## src/rtl/mem_bus_arbiter_if.sv

```systemverilog
// Core-side request/response ports and slave-side request fanout of the memory bus arbiter.
interface mem_bus_arbiter_if;
    // Instruction-fetch port
    logic               imem_valid;
    logic [31:0]        imem_addr;
    logic [31:0]        imem_rdata;
    logic               imem_ready;
    logic               imem_error;

    // Data port
    logic               dmem_valid;
    logic [31:0]        dmem_addr;
    logic [31:0]        dmem_wdata;
    logic [3:0]         dmem_wstrb;
    logic [31:0]        dmem_rdata;
    logic               dmem_ready;
    logic               dmem_error;

    // Slave side: index 0..5 = rom, spi, uart_tx, uart_rx, clint, ram
    logic [5:0]         slv_valid;
    logic               slv_instr;
    logic [31:0]        slv_addr;
    logic [31:0]        slv_wdata;
    logic [3:0]         slv_wstrb;
    logic [5:0][31:0]   slv_rdata;
    logic [5:0]         slv_ready;

    // Arbiter view
    modport slave (
        input  imem_valid, imem_addr,
        output imem_rdata, imem_ready, imem_error,
        input  dmem_valid, dmem_addr, dmem_wdata, dmem_wstrb,
        output dmem_rdata, dmem_ready, dmem_error,
        output slv_valid, slv_instr, slv_addr, slv_wdata, slv_wstrb,
        input  slv_rdata, slv_ready
    );

    // Environment view (core ports and slaves)
    modport master (
        output imem_valid, imem_addr,
        input  imem_rdata, imem_ready, imem_error,
        output dmem_valid, dmem_addr, dmem_wdata, dmem_wstrb,
        input  dmem_rdata, dmem_ready, dmem_error,
        input  slv_valid, slv_instr, slv_addr, slv_wdata, slv_wstrb,
        output slv_rdata, slv_ready
    );
endinterface

```

## src/rtl/mem_bus_arbiter.sv

```systemverilog
// Arbitrates imem/dmem onto one memory bus, decodes the granted address onto
// six slave windows, and bounds every slave access with a timeout.
module mem_bus_arbiter #(
    parameter logic [31:0] rom_base_addr     = 32'h00,
    parameter logic [31:0] rom_mask_addr     = 32'hFF,
    parameter logic [31:0] spi_base_addr     = 32'h100000,
    parameter logic [31:0] spi_mask_addr     = 32'h0FFFFF,
    parameter logic [31:0] uart_tx_base_addr = 32'h1000000,
    parameter logic [31:0] uart_tx_mask_addr = 32'h000000F,
    parameter logic [31:0] uart_rx_base_addr = 32'h1000010,
    parameter logic [31:0] uart_rx_mask_addr = 32'h000001F,
    parameter logic [31:0] clint_base_addr   = 32'h2000000,
    parameter logic [31:0] clint_mask_addr   = 32'h000FFFF,
    parameter logic [31:0] ram_base_addr     = 32'h80000000,
    parameter logic [31:0] ram_mask_addr     = 32'h000FFFFF,
    parameter int unsigned timeout_cycles    = 1024
) (
    input  logic              clock,
    input  logic              reset,
    mem_bus_arbiter_if.slave  bus
);

    localparam int unsigned      CNT_W    = $clog2(timeout_cycles);
    localparam logic [CNT_W-1:0] CNT_LAST = CNT_W'(timeout_cycles - 1);

    localparam logic [5:0][31:0] BASE = {
        ram_base_addr, clint_base_addr, uart_rx_base_addr,
        uart_tx_base_addr, spi_base_addr, rom_base_addr
    };
    localparam logic [5:0][31:0] LIMIT = {
        ram_base_addr | ram_mask_addr,         clint_base_addr | clint_mask_addr,
        uart_rx_base_addr | uart_rx_mask_addr, uart_tx_base_addr | uart_tx_mask_addr,
        spi_base_addr | spi_mask_addr,         rom_base_addr | rom_mask_addr
    };

    typedef enum logic [1:0] {IDLE, BUSY, ERR} state_t;

    state_t           state_q, state_d;
    logic             owner_q, owner_d;         // 1 = imem owns the transaction
    logic             last_imem_q, last_imem_d; // 1 = last grant went to imem
    logic [5:0]       sel_q, sel_d;             // one-hot selected slave
    logic [31:0]      addr_q, addr_d;
    logic [31:0]      wdata_q, wdata_d;
    logic [3:0]       wstrb_q, wstrb_d;
    logic [CNT_W-1:0] cnt_q, cnt_d;

    logic             grant_imem, any_req, hit;
    logic [31:0]      req_addr;
    logic [5:0]       hit_oh;
    logic             sel_ready, timeout_hit;
    logic [31:0]      sel_rdata;
    logic             done, err;
    logic [31:0]      rdata;

    // Pick the requester (alternate on contention) and decode its address, lowest index first
    always_comb begin
        grant_imem = bus.imem_valid && (!bus.dmem_valid || !last_imem_q);
        any_req    = bus.imem_valid || bus.dmem_valid;
        req_addr   = grant_imem ? bus.imem_addr : bus.dmem_addr;
        hit        = 1'b0;
        hit_oh     = '0;
        for (int unsigned i = 0; i < 6; i++) begin
            if (!hit && req_addr >= BASE[i] && req_addr <= LIMIT[i]) begin
                hit       = 1'b1;
                hit_oh[i] = 1'b1;
            end
        end
    end

    // Response of the selected slave only; other slaves' ready/rdata are masked out
    always_comb begin
        sel_ready   = |(bus.slv_ready & sel_q);
        sel_rdata   = '0;
        for (int unsigned i = 0; i < 6; i++) begin
            if (sel_q[i]) begin
                sel_rdata = sel_rdata | bus.slv_rdata[i];
            end
        end
        timeout_hit = (cnt_q == CNT_LAST);
    end

    // State and transaction registers
    always_ff @(posedge clock) begin
        if (reset) begin
            state_q     <= IDLE;
            owner_q     <= 1'b0;
            last_imem_q <= 1'b1;
            sel_q       <= '0;
            addr_q      <= '0;
            wdata_q     <= '0;
            wstrb_q     <= '0;
            cnt_q       <= '0;
        end else begin
            state_q     <= state_d;
            owner_q     <= owner_d;
            last_imem_q <= last_imem_d;
            sel_q       <= sel_d;
            addr_q      <= addr_d;
            wdata_q     <= wdata_d;
            wstrb_q     <= wstrb_d;
            cnt_q       <= cnt_d;
        end
    end

    // Next-state: grant in IDLE, wait for ready or timeout in BUSY, single-cycle ERR
    always_comb begin
        state_d     = state_q;
        owner_d     = owner_q;
        last_imem_d = last_imem_q;
        sel_d       = sel_q;
        addr_d      = addr_q;
        wdata_d     = wdata_q;
        wstrb_d     = wstrb_q;
        cnt_d       = cnt_q;
        unique case (state_q)
            IDLE: begin
                if (any_req) begin
                    owner_d     = grant_imem;
                    last_imem_d = grant_imem;
                    if (hit) begin
                        state_d = BUSY;
                        sel_d   = hit_oh;
                        addr_d  = req_addr;
                        wdata_d = grant_imem ? '0 : bus.dmem_wdata;
                        wstrb_d = grant_imem ? '0 : bus.dmem_wstrb;
                        cnt_d   = '0;
                    end else begin
                        state_d = ERR;
                    end
                end
            end
            BUSY: begin
                if (sel_ready || timeout_hit) begin
                    state_d = IDLE;
                end else begin
                    cnt_d = cnt_q + CNT_W'(1);
                end
            end
            ERR:     state_d = IDLE;
            default: state_d = IDLE;
        endcase
    end

    // Outputs: slave request in BUSY, completion routed to the owner only
    always_comb begin
        done          = 1'b0;
        err           = 1'b0;
        rdata         = '0;
        bus.slv_valid = '0;
        unique case (state_q)
            BUSY: begin
                bus.slv_valid = sel_q;
                done          = sel_ready || timeout_hit;
                err           = !sel_ready && timeout_hit;
                rdata         = sel_ready ? sel_rdata : '0;
            end
            ERR: begin
                done = 1'b1;
                err  = 1'b1;
            end
            default: ;
        endcase
        bus.slv_instr  = owner_q;
        bus.slv_addr   = addr_q;
        bus.slv_wdata  = wdata_q;
        bus.slv_wstrb  = wstrb_q;
        bus.imem_ready = done && owner_q;
        bus.imem_error = err && owner_q;
        bus.imem_rdata = owner_q ? rdata : '0;
        bus.dmem_ready = done && !owner_q;
        bus.dmem_error = err && !owner_q;
        bus.dmem_rdata = !owner_q ? rdata : '0;
    end

endmodule

```

## src/flat_wrapper.sv

```systemverilog
// flat-port wrapper written by rule: the top's interface ports become plain ports
module mem_bus_arbiter_flat 
#(
    parameter logic [31:0] rom_base_addr     = 32'h00,
    parameter logic [31:0] rom_mask_addr     = 32'hFF,
    parameter logic [31:0] spi_base_addr     = 32'h100000,
    parameter logic [31:0] spi_mask_addr     = 32'h0FFFFF,
    parameter logic [31:0] uart_tx_base_addr = 32'h1000000,
    parameter logic [31:0] uart_tx_mask_addr = 32'h000000F,
    parameter logic [31:0] uart_rx_base_addr = 32'h1000010,
    parameter logic [31:0] uart_rx_mask_addr = 32'h000001F,
    parameter logic [31:0] clint_base_addr   = 32'h2000000,
    parameter logic [31:0] clint_mask_addr   = 32'h000FFFF,
    parameter logic [31:0] ram_base_addr     = 32'h80000000,
    parameter logic [31:0] ram_mask_addr     = 32'h000FFFFF,
    parameter int unsigned timeout_cycles    = 1024
)
  (clock, reset, bus_imem_valid, bus_imem_addr, bus_imem_rdata, bus_imem_ready, bus_imem_error, bus_dmem_valid, bus_dmem_addr, bus_dmem_wdata, bus_dmem_wstrb, bus_dmem_rdata, bus_dmem_ready, bus_dmem_error, bus_slv_valid, bus_slv_instr, bus_slv_addr, bus_slv_wdata, bus_slv_wstrb, bus_slv_rdata, bus_slv_ready);
  mem_bus_arbiter_if bus_i ();
  input  logic clock;
  input  logic reset;
  input wire logic [$bits(bus_i.imem_valid)-1:0] bus_imem_valid;
  input wire logic [$bits(bus_i.imem_addr)-1:0] bus_imem_addr;
  output wire logic [$bits(bus_i.imem_rdata)-1:0] bus_imem_rdata;
  output wire logic [$bits(bus_i.imem_ready)-1:0] bus_imem_ready;
  output wire logic [$bits(bus_i.imem_error)-1:0] bus_imem_error;
  input wire logic [$bits(bus_i.dmem_valid)-1:0] bus_dmem_valid;
  input wire logic [$bits(bus_i.dmem_addr)-1:0] bus_dmem_addr;
  input wire logic [$bits(bus_i.dmem_wdata)-1:0] bus_dmem_wdata;
  input wire logic [$bits(bus_i.dmem_wstrb)-1:0] bus_dmem_wstrb;
  output wire logic [$bits(bus_i.dmem_rdata)-1:0] bus_dmem_rdata;
  output wire logic [$bits(bus_i.dmem_ready)-1:0] bus_dmem_ready;
  output wire logic [$bits(bus_i.dmem_error)-1:0] bus_dmem_error;
  output wire logic [$bits(bus_i.slv_valid)-1:0] bus_slv_valid;
  output wire logic [$bits(bus_i.slv_instr)-1:0] bus_slv_instr;
  output wire logic [$bits(bus_i.slv_addr)-1:0] bus_slv_addr;
  output wire logic [$bits(bus_i.slv_wdata)-1:0] bus_slv_wdata;
  output wire logic [$bits(bus_i.slv_wstrb)-1:0] bus_slv_wstrb;
  input wire logic [$bits(bus_i.slv_rdata)-1:0] bus_slv_rdata;
  input wire logic [$bits(bus_i.slv_ready)-1:0] bus_slv_ready;
  assign bus_i.imem_valid = bus_imem_valid;
  assign bus_i.imem_addr = bus_imem_addr;
  assign bus_imem_rdata = bus_i.imem_rdata;
  assign bus_imem_ready = bus_i.imem_ready;
  assign bus_imem_error = bus_i.imem_error;
  assign bus_i.dmem_valid = bus_dmem_valid;
  assign bus_i.dmem_addr = bus_dmem_addr;
  assign bus_i.dmem_wdata = bus_dmem_wdata;
  assign bus_i.dmem_wstrb = bus_dmem_wstrb;
  assign bus_dmem_rdata = bus_i.dmem_rdata;
  assign bus_dmem_ready = bus_i.dmem_ready;
  assign bus_dmem_error = bus_i.dmem_error;
  assign bus_slv_valid = bus_i.slv_valid;
  assign bus_slv_instr = bus_i.slv_instr;
  assign bus_slv_addr = bus_i.slv_addr;
  assign bus_slv_wdata = bus_i.slv_wdata;
  assign bus_slv_wstrb = bus_i.slv_wstrb;
  assign bus_i.slv_rdata = bus_slv_rdata;
  assign bus_i.slv_ready = bus_slv_ready;
  mem_bus_arbiter #(.rom_base_addr(rom_base_addr), .rom_mask_addr(rom_mask_addr), .spi_base_addr(spi_base_addr), .spi_mask_addr(spi_mask_addr), .uart_tx_base_addr(uart_tx_base_addr), .uart_tx_mask_addr(uart_tx_mask_addr), .uart_rx_base_addr(uart_rx_base_addr), .uart_rx_mask_addr(uart_rx_mask_addr), .clint_base_addr(clint_base_addr), .clint_mask_addr(clint_mask_addr), .ram_base_addr(ram_base_addr), .ram_mask_addr(ram_mask_addr), .timeout_cycles(timeout_cycles)) u_core (.clock(clock), .reset(reset), .bus(bus_i));
endmodule
```

## config.mk

```make
export PLATFORM = sky130hd
export DESIGN_NAME = mem_bus_arbiter_flat
export DESIGN_NICKNAME = d
export VERILOG_FILES = /design/src/rtl/mem_bus_arbiter_if.sv /design/src/rtl/mem_bus_arbiter.sv /design/src/flat_wrapper.sv
export SDC_FILE = /design/constraint.sdc
export NUM_CORES = 1
export LEC_CHECK = 0
export CAP_MARGIN = 20
export CORE_AREA = 2 2 171 173
export DETAILED_ROUTE_END_ITERATION = 8
export DIE_AREA = 0 0 173 175
export PLACE_DENSITY = 0.53
export RECOVER_POWER = 50
export SYNTH_ARGS = -nofsm -noshare
export SYNTH_HDL_FRONTEND = slang
export SYNTH_SLANG_ARGS = --single-unit
```

## constraint.sdc

```tcl
create_clock -name clock -period 2.9 [get_ports clock]
set_input_delay 0.29 -clock clock [delete_from_list [all_inputs] [get_ports clock]]
set_output_delay 0.29 -clock clock [all_outputs]
set_load 0.01 [all_outputs]
```

==> impl_summary.md <==
Setup path
The top cell family by delay on the critical path is buffers and inverters. The worst setup path is launched from a flop. The delay of the slowest cell on the worst path is 0.62 ns. The critical path's slowest cell is sky130_fd_sc_hd__clkdlybuf4s50_1. The required time at the endpoint of the critical path is 2.61 ns. STA puts the critical path data arrival time at 2.40 ns. The buffers plus inverters on the worst setup path is 2. The critical path in this run is classified as flop to output pin. The top fanout value on the critical path is 32. STA classifies the critical path endpoint as an output pin.

Traced cell by cell, the critical path runs through a22oi_1 > nand3_1 > nand2_1 > buf_12 > a31o_2 > nor2_1 > clkdlybuf4s50_1.

GRT
Entering global routing, the biggest net connects 68 pins. The routing layer with the top usage in global route is met2. For this run, global-route usage on met2 was measured as 0.356.

For this run, global-route usage on met1 was measured as 0.219. The via count of the first global-routing pass is 7362. The overall fraction of global-route tracks in use is 0.193. The first-pass GRT wire length is 45300 um. The number of antenna violations at the first check in global routing is 4. The total overflow left after global routing is 0. For met3 alone, demand over resource in global routing was 0.0555.

Final layout
The post-route core utilization is 0.377. The fraction of final layout cells with drive strength greater than 1 is 0.0875. The net count of the finished layout is 1456. The area growth from synthesis to layout is 96.9%.

Synthesis
During synthesis, Yosys emitted a total of 0 warnings. Synthesis handed over a netlist of 735 instances. The mapped netlist covers 5430 um^2.

The number of nets in the synthesized netlist is 1041. The average size of a mapped cell is 7.39 um^2. The share of async-settable or async-resettable flops after synthesis is 0.

The number of distinct library cell variants in the gate-level netlist after synthesis is 58. The area fraction in compound gates after synthesis came to 0.335. The portion of netlist area occupied by mux cells is 0.00599.

The area share of xor/xnor cells in the synthesized design is 0. The most used flip-flop cell after synthesis is sky130_fd_sc_hd__dfxtp_1. The synthesized design contains 0 enable-type register cells. The area share of and/or/nand/nor cells after synthesis is 0.265. Of the total synthesized cell area, the portion taken by full adders, half adders and majority gates is 0.00922.

The sequential share of the synthesized area is 0.324. The main combinational cell family by area after synthesis is compound AO/OA/AOI/OAI gates. The number of synthesized register bits is 88.

Pwr
Summed over all nets, the switching power comes to 0.732 mW. Of the total power, registers draw 0.402. The combinational share of power is 0.205.

The maximum resistive drop on vdd is 0.252 mV. The part of the power in the clock network is 0.393. The total power draw is 3.02 mW. In this run the static leakage power is 3.73 nW. The power per cell area is 283 nW/um^2. Internal power comes to 2.29 mW. The net switching share of the total power is 0.242.

Clock network
The later pin in the worst-skew pair is clocked with a latency of 0.34 ns. The H-tree depth is 3. For this design, the sink count on the clock tree is 88. The CTS clock-pin slew for the worst setup and hold paths is 0.06 ns. TritonCTS built the clock tree.

The number of setup buffers added after CTS is 0. The clock passes through at most 2 buffers. The root buffer cell is sky130_fd_sc_hd__clkbuf_16.

The number of buffers created by CTS is 9.

Route
Summed over all layers, the routed wires come to 30600 um. The average wire per cell in the routed design is 19.9 um. The remaining routing DRC violations is 0.

In this run, the number of DRC markers left after iteration 0 of detailed routing was 372. Once detail routing completed, the nets flagged for antenna violations numbered 0. The detailed router placed 7264 vias in this run. In the routed layout, each cell is associated on average with a via count of 4.72.

The first detailed-routing pass took 4 iterations.

Place
The weighted congestion at the end of routability-driven global placement is 0.870. The count of input and output buffers is 444. Once detailed placement completed, the half-perimeter wirelength came to 24000 um. The setup slack at placement is 0.000834 ns.

STA
In this run the tightest slew margin relative to its limit is 0.357. Of the available clock period, the critical path in the final layout requires 0.927. At the pin with the least slew margin, the transition time is 0.964 ns. Setup repair after global routing left no endpoint under its margin. The setup total negative slack is 0 ns. Timing would allow up to 372 MHz. The final hold violation count came to 0. In the post-route analysis, the smallest setup slack over all paths is 0.212 ns. The final setup violation count is 0. The smallest clock period supported by the final layout is computed as 2.69 ns.

For the final database, setup skew stands at 0.0112 ns. The final number of max-transition violations was 0.

Floorplanning
The vertical die dimension is 175 um. The floorplan step defined a die boundary enclosing 30300 um^2. In this run the count of I/O pins placed on the die edge is 445.

The floorplan core area is 28400 um^2. The number of core rows is 62. For this configuration, the core starts out at a cell density of 0.191. The die span in x is 173 um.

Worst hold path
The class of the most critical hold timing path is primary input to flop.

Status
The run finished with clean final reports.

Run
The total of max-cap violations is 0.
-- power groups by stage --
stage	Clock [mW]	Sequential, mW	Combinational [mW]
floorplan	0	1.24	0.125
global placement	0	1.24	0.619
detailed placement	0	1.24	0.622
CTS	1.22	1.21	0.626
global route	1.28	1.21	0.660
finish	1.19	1.21	0.619
-- Yosys cell counts (2+ instances only) --
library cell / number / area, um^2
sky130_fd_sc_hd__and3_1: 11 / 68.8
sky130_fd_sc_hd__a311oi_1: 21 / 184
sky130_fd_sc_hd__nor3b_1: 2 / 15.0
sky130_fd_sc_hd__nor4b_1: 2 / 17.5
sky130_fd_sc_hd__o22ai_1: 2 / 12.5
sky130_fd_sc_hd__or2b_2: 3 / 26.3
sky130_fd_sc_hd__a211o_1: 2 / 17.5
sky130_fd_sc_hd__and2_1: 7 / 43.8
sky130_fd_sc_hd__clkbuf_1: 57 / 214
sky130_fd_sc_hd__a211oi_1: 2 / 15.0
sky130_fd_sc_hd__or4_1: 5 / 37.5
sky130_fd_sc_hd__o21a_1: 2 / 15.0
sky130_fd_sc_hd__nand2_1: 98 / 368
sky130_fd_sc_hd__a22oi_1: 102 / 766
sky130_fd_sc_hd__ha_1: 4 / 50.1
sky130_fd_sc_hd__inv_1: 10 / 37.5
sky130_fd_sc_hd__buf_2: 9 / 45.0
sky130_fd_sc_hd__o21ai_0: 10 / 50.1
sky130_fd_sc_hd__nor4_1: 6 / 37.5
sky130_fd_sc_hd__mux2_2: 2 / 22.5
sky130_fd_sc_hd__a31o_2: 32 / 280
sky130_fd_sc_hd__a21oi_1: 53 / 265
sky130_fd_sc_hd__nand3_1: 44 / 220
sky130_fd_sc_hd__nand3_2: 2 / 20.0
sky130_fd_sc_hd__nor4_4: 2 / 42.5
sky130_fd_sc_hd__or4_4: 2 / 22.5
sky130_fd_sc_hd__nor3_1: 7 / 35.0
sky130_fd_sc_hd__o31ai_1: 4 / 30.0
sky130_fd_sc_hd__dfxtp_1: 88 / 1760
sky130_fd_sc_hd__nor2_1: 109 / 409
sky130_fd_sc_hd__or3_1: 3 / 18.8
sky130_fd_sc_hd__a31oi_1: 2 / 12.5
sky130_fd_sc_hd__nand4_1: 5 / 31.3
-- area by class of cell --
class	count	area [um^2]
multi-input cells	567	3350
clock buffers	9	225
clock inverters	6	68.8
flip-flops and latches	88	1770
fillers	2964	17700
inverters	11	41.3
well taps	384	480
diodes	2	5.00
repair buffers	473	4750
-- stage by stage --
step	hold WS, ns	instance area [um^2]	cells
3_5_place_dp	0.444	10400	1523
3_3_place_gp	0.437	10400	1523
5_1_grt	0.466	10700	1540
2_1_floorplan	0.442	5430	735
6_report	0.429	10700	1540
4_1_cts	0.434	10700	1538
-- worst paths after layout --
| path | from | end | slack, ns | cells after the start |
|---|---|---|---|---|
| max | u_core.sel_q[3] | bus_imem_rdata[14] | 0.21 | 7 |
| min | reset | u_core.last_imem_q | 0.43 | 3 |
| max reg2reg | u_core.last_imem_q | u_core.bus.slv_addr[16] | 0.41 | 8 |
| min reg2reg | u_core.bus.slv_wstrb[3] | u_core.bus.slv_wstrb[3] | 0.45 | 2 |
-- per-layer routing --
metal | routed length, um | share of wire | vias to the layer above
li1 | - | - | 3541
met4 | 401 | 0.013 | 4
met3 | 2440 | 0.080 | 26
met2 | 15700 | 0.51 | 298
met5 | 22 | 0.00072 | -
met1 | 12100 | 0.39 | 3395
-- placed cells by master, fill, tap and decap left out, types with 3 or more instances in the layout --
cell type,instances
sky130_fd_sc_hd__clkdlybuf4s50_1,365
sky130_fd_sc_hd__nor2_1,109
sky130_fd_sc_hd__a22oi_1,102
sky130_fd_sc_hd__nand2_1,98
sky130_fd_sc_hd__dfxtp_1,82
sky130_fd_sc_hd__dlygate4sd3_1,78
sky130_fd_sc_hd__a21oi_1,53
sky130_fd_sc_hd__nand3_1,44
sky130_fd_sc_hd__a31o_2,32
sky130_fd_sc_hd__a311oi_1,21
sky130_fd_sc_hd__buf_4,19
sky130_fd_sc_hd__o21ai_0,11
sky130_fd_sc_hd__and3_1,11
sky130_fd_sc_hd__inv_1,10
sky130_fd_sc_hd__clkbuf_16,9
sky130_fd_sc_hd__buf_12,8
sky130_fd_sc_hd__and2_1,7
sky130_fd_sc_hd__nor3_1,7
sky130_fd_sc_hd__nor4_1,6
sky130_fd_sc_hd__dfxtp_2,6
sky130_fd_sc_hd__nand4_1,5
sky130_fd_sc_hd__or4_1,5
sky130_fd_sc_hd__o31ai_1,4
sky130_fd_sc_hd__or2b_2,3
sky130_fd_sc_hd__or3_1,3
sky130_fd_sc_hd__ha_1,3
-- logic make-up after synthesis --
logic type,Yosys count
mux,3
compound gates,249
flops,88
fa+ha+maj,4
buf+inv,80
simple gates,311
-- sequential cells by signal (all words and copies together), names as in the netlist --
signal	flops
u_core.cnt_q	10
u_core.sel_q	6
u_core.bus.slv_instr	1
u_core.bus.slv_wstrb	4
u_core.bus.slv_wdata	32
u_core.bus.slv_addr	32
u_core.state_q	2
u_core.last_imem_q	1
-- worst register-to-register path: stages, from the launching register on --
cell and delay (ns):
sky130_fd_sc_hd__dfxtp_1 0.40, sky130_fd_sc_hd__a21bo_1 0.36, sky130_fd_sc_hd__nand4_1 0.15, sky130_fd_sc_hd__o22ai_1 0.35
sky130_fd_sc_hd__a2bb2oi_1 0.22, sky130_fd_sc_hd__o21bai_4 0.40, sky130_fd_sc_hd__buf_12 0.22, sky130_fd_sc_hd__nor2_1 0.06
sky130_fd_sc_hd__a311oi_1 0.24
-- timing repair --
item / 4_1_cts / 5_1_grt
hold buffers: 0 / 0
gates resized for setup: 0 / 1
endpoints found under the hold margin: 0 / 0
endpoints found under the setup margin: 0 / 1
(Power assumes the default switching activity.)
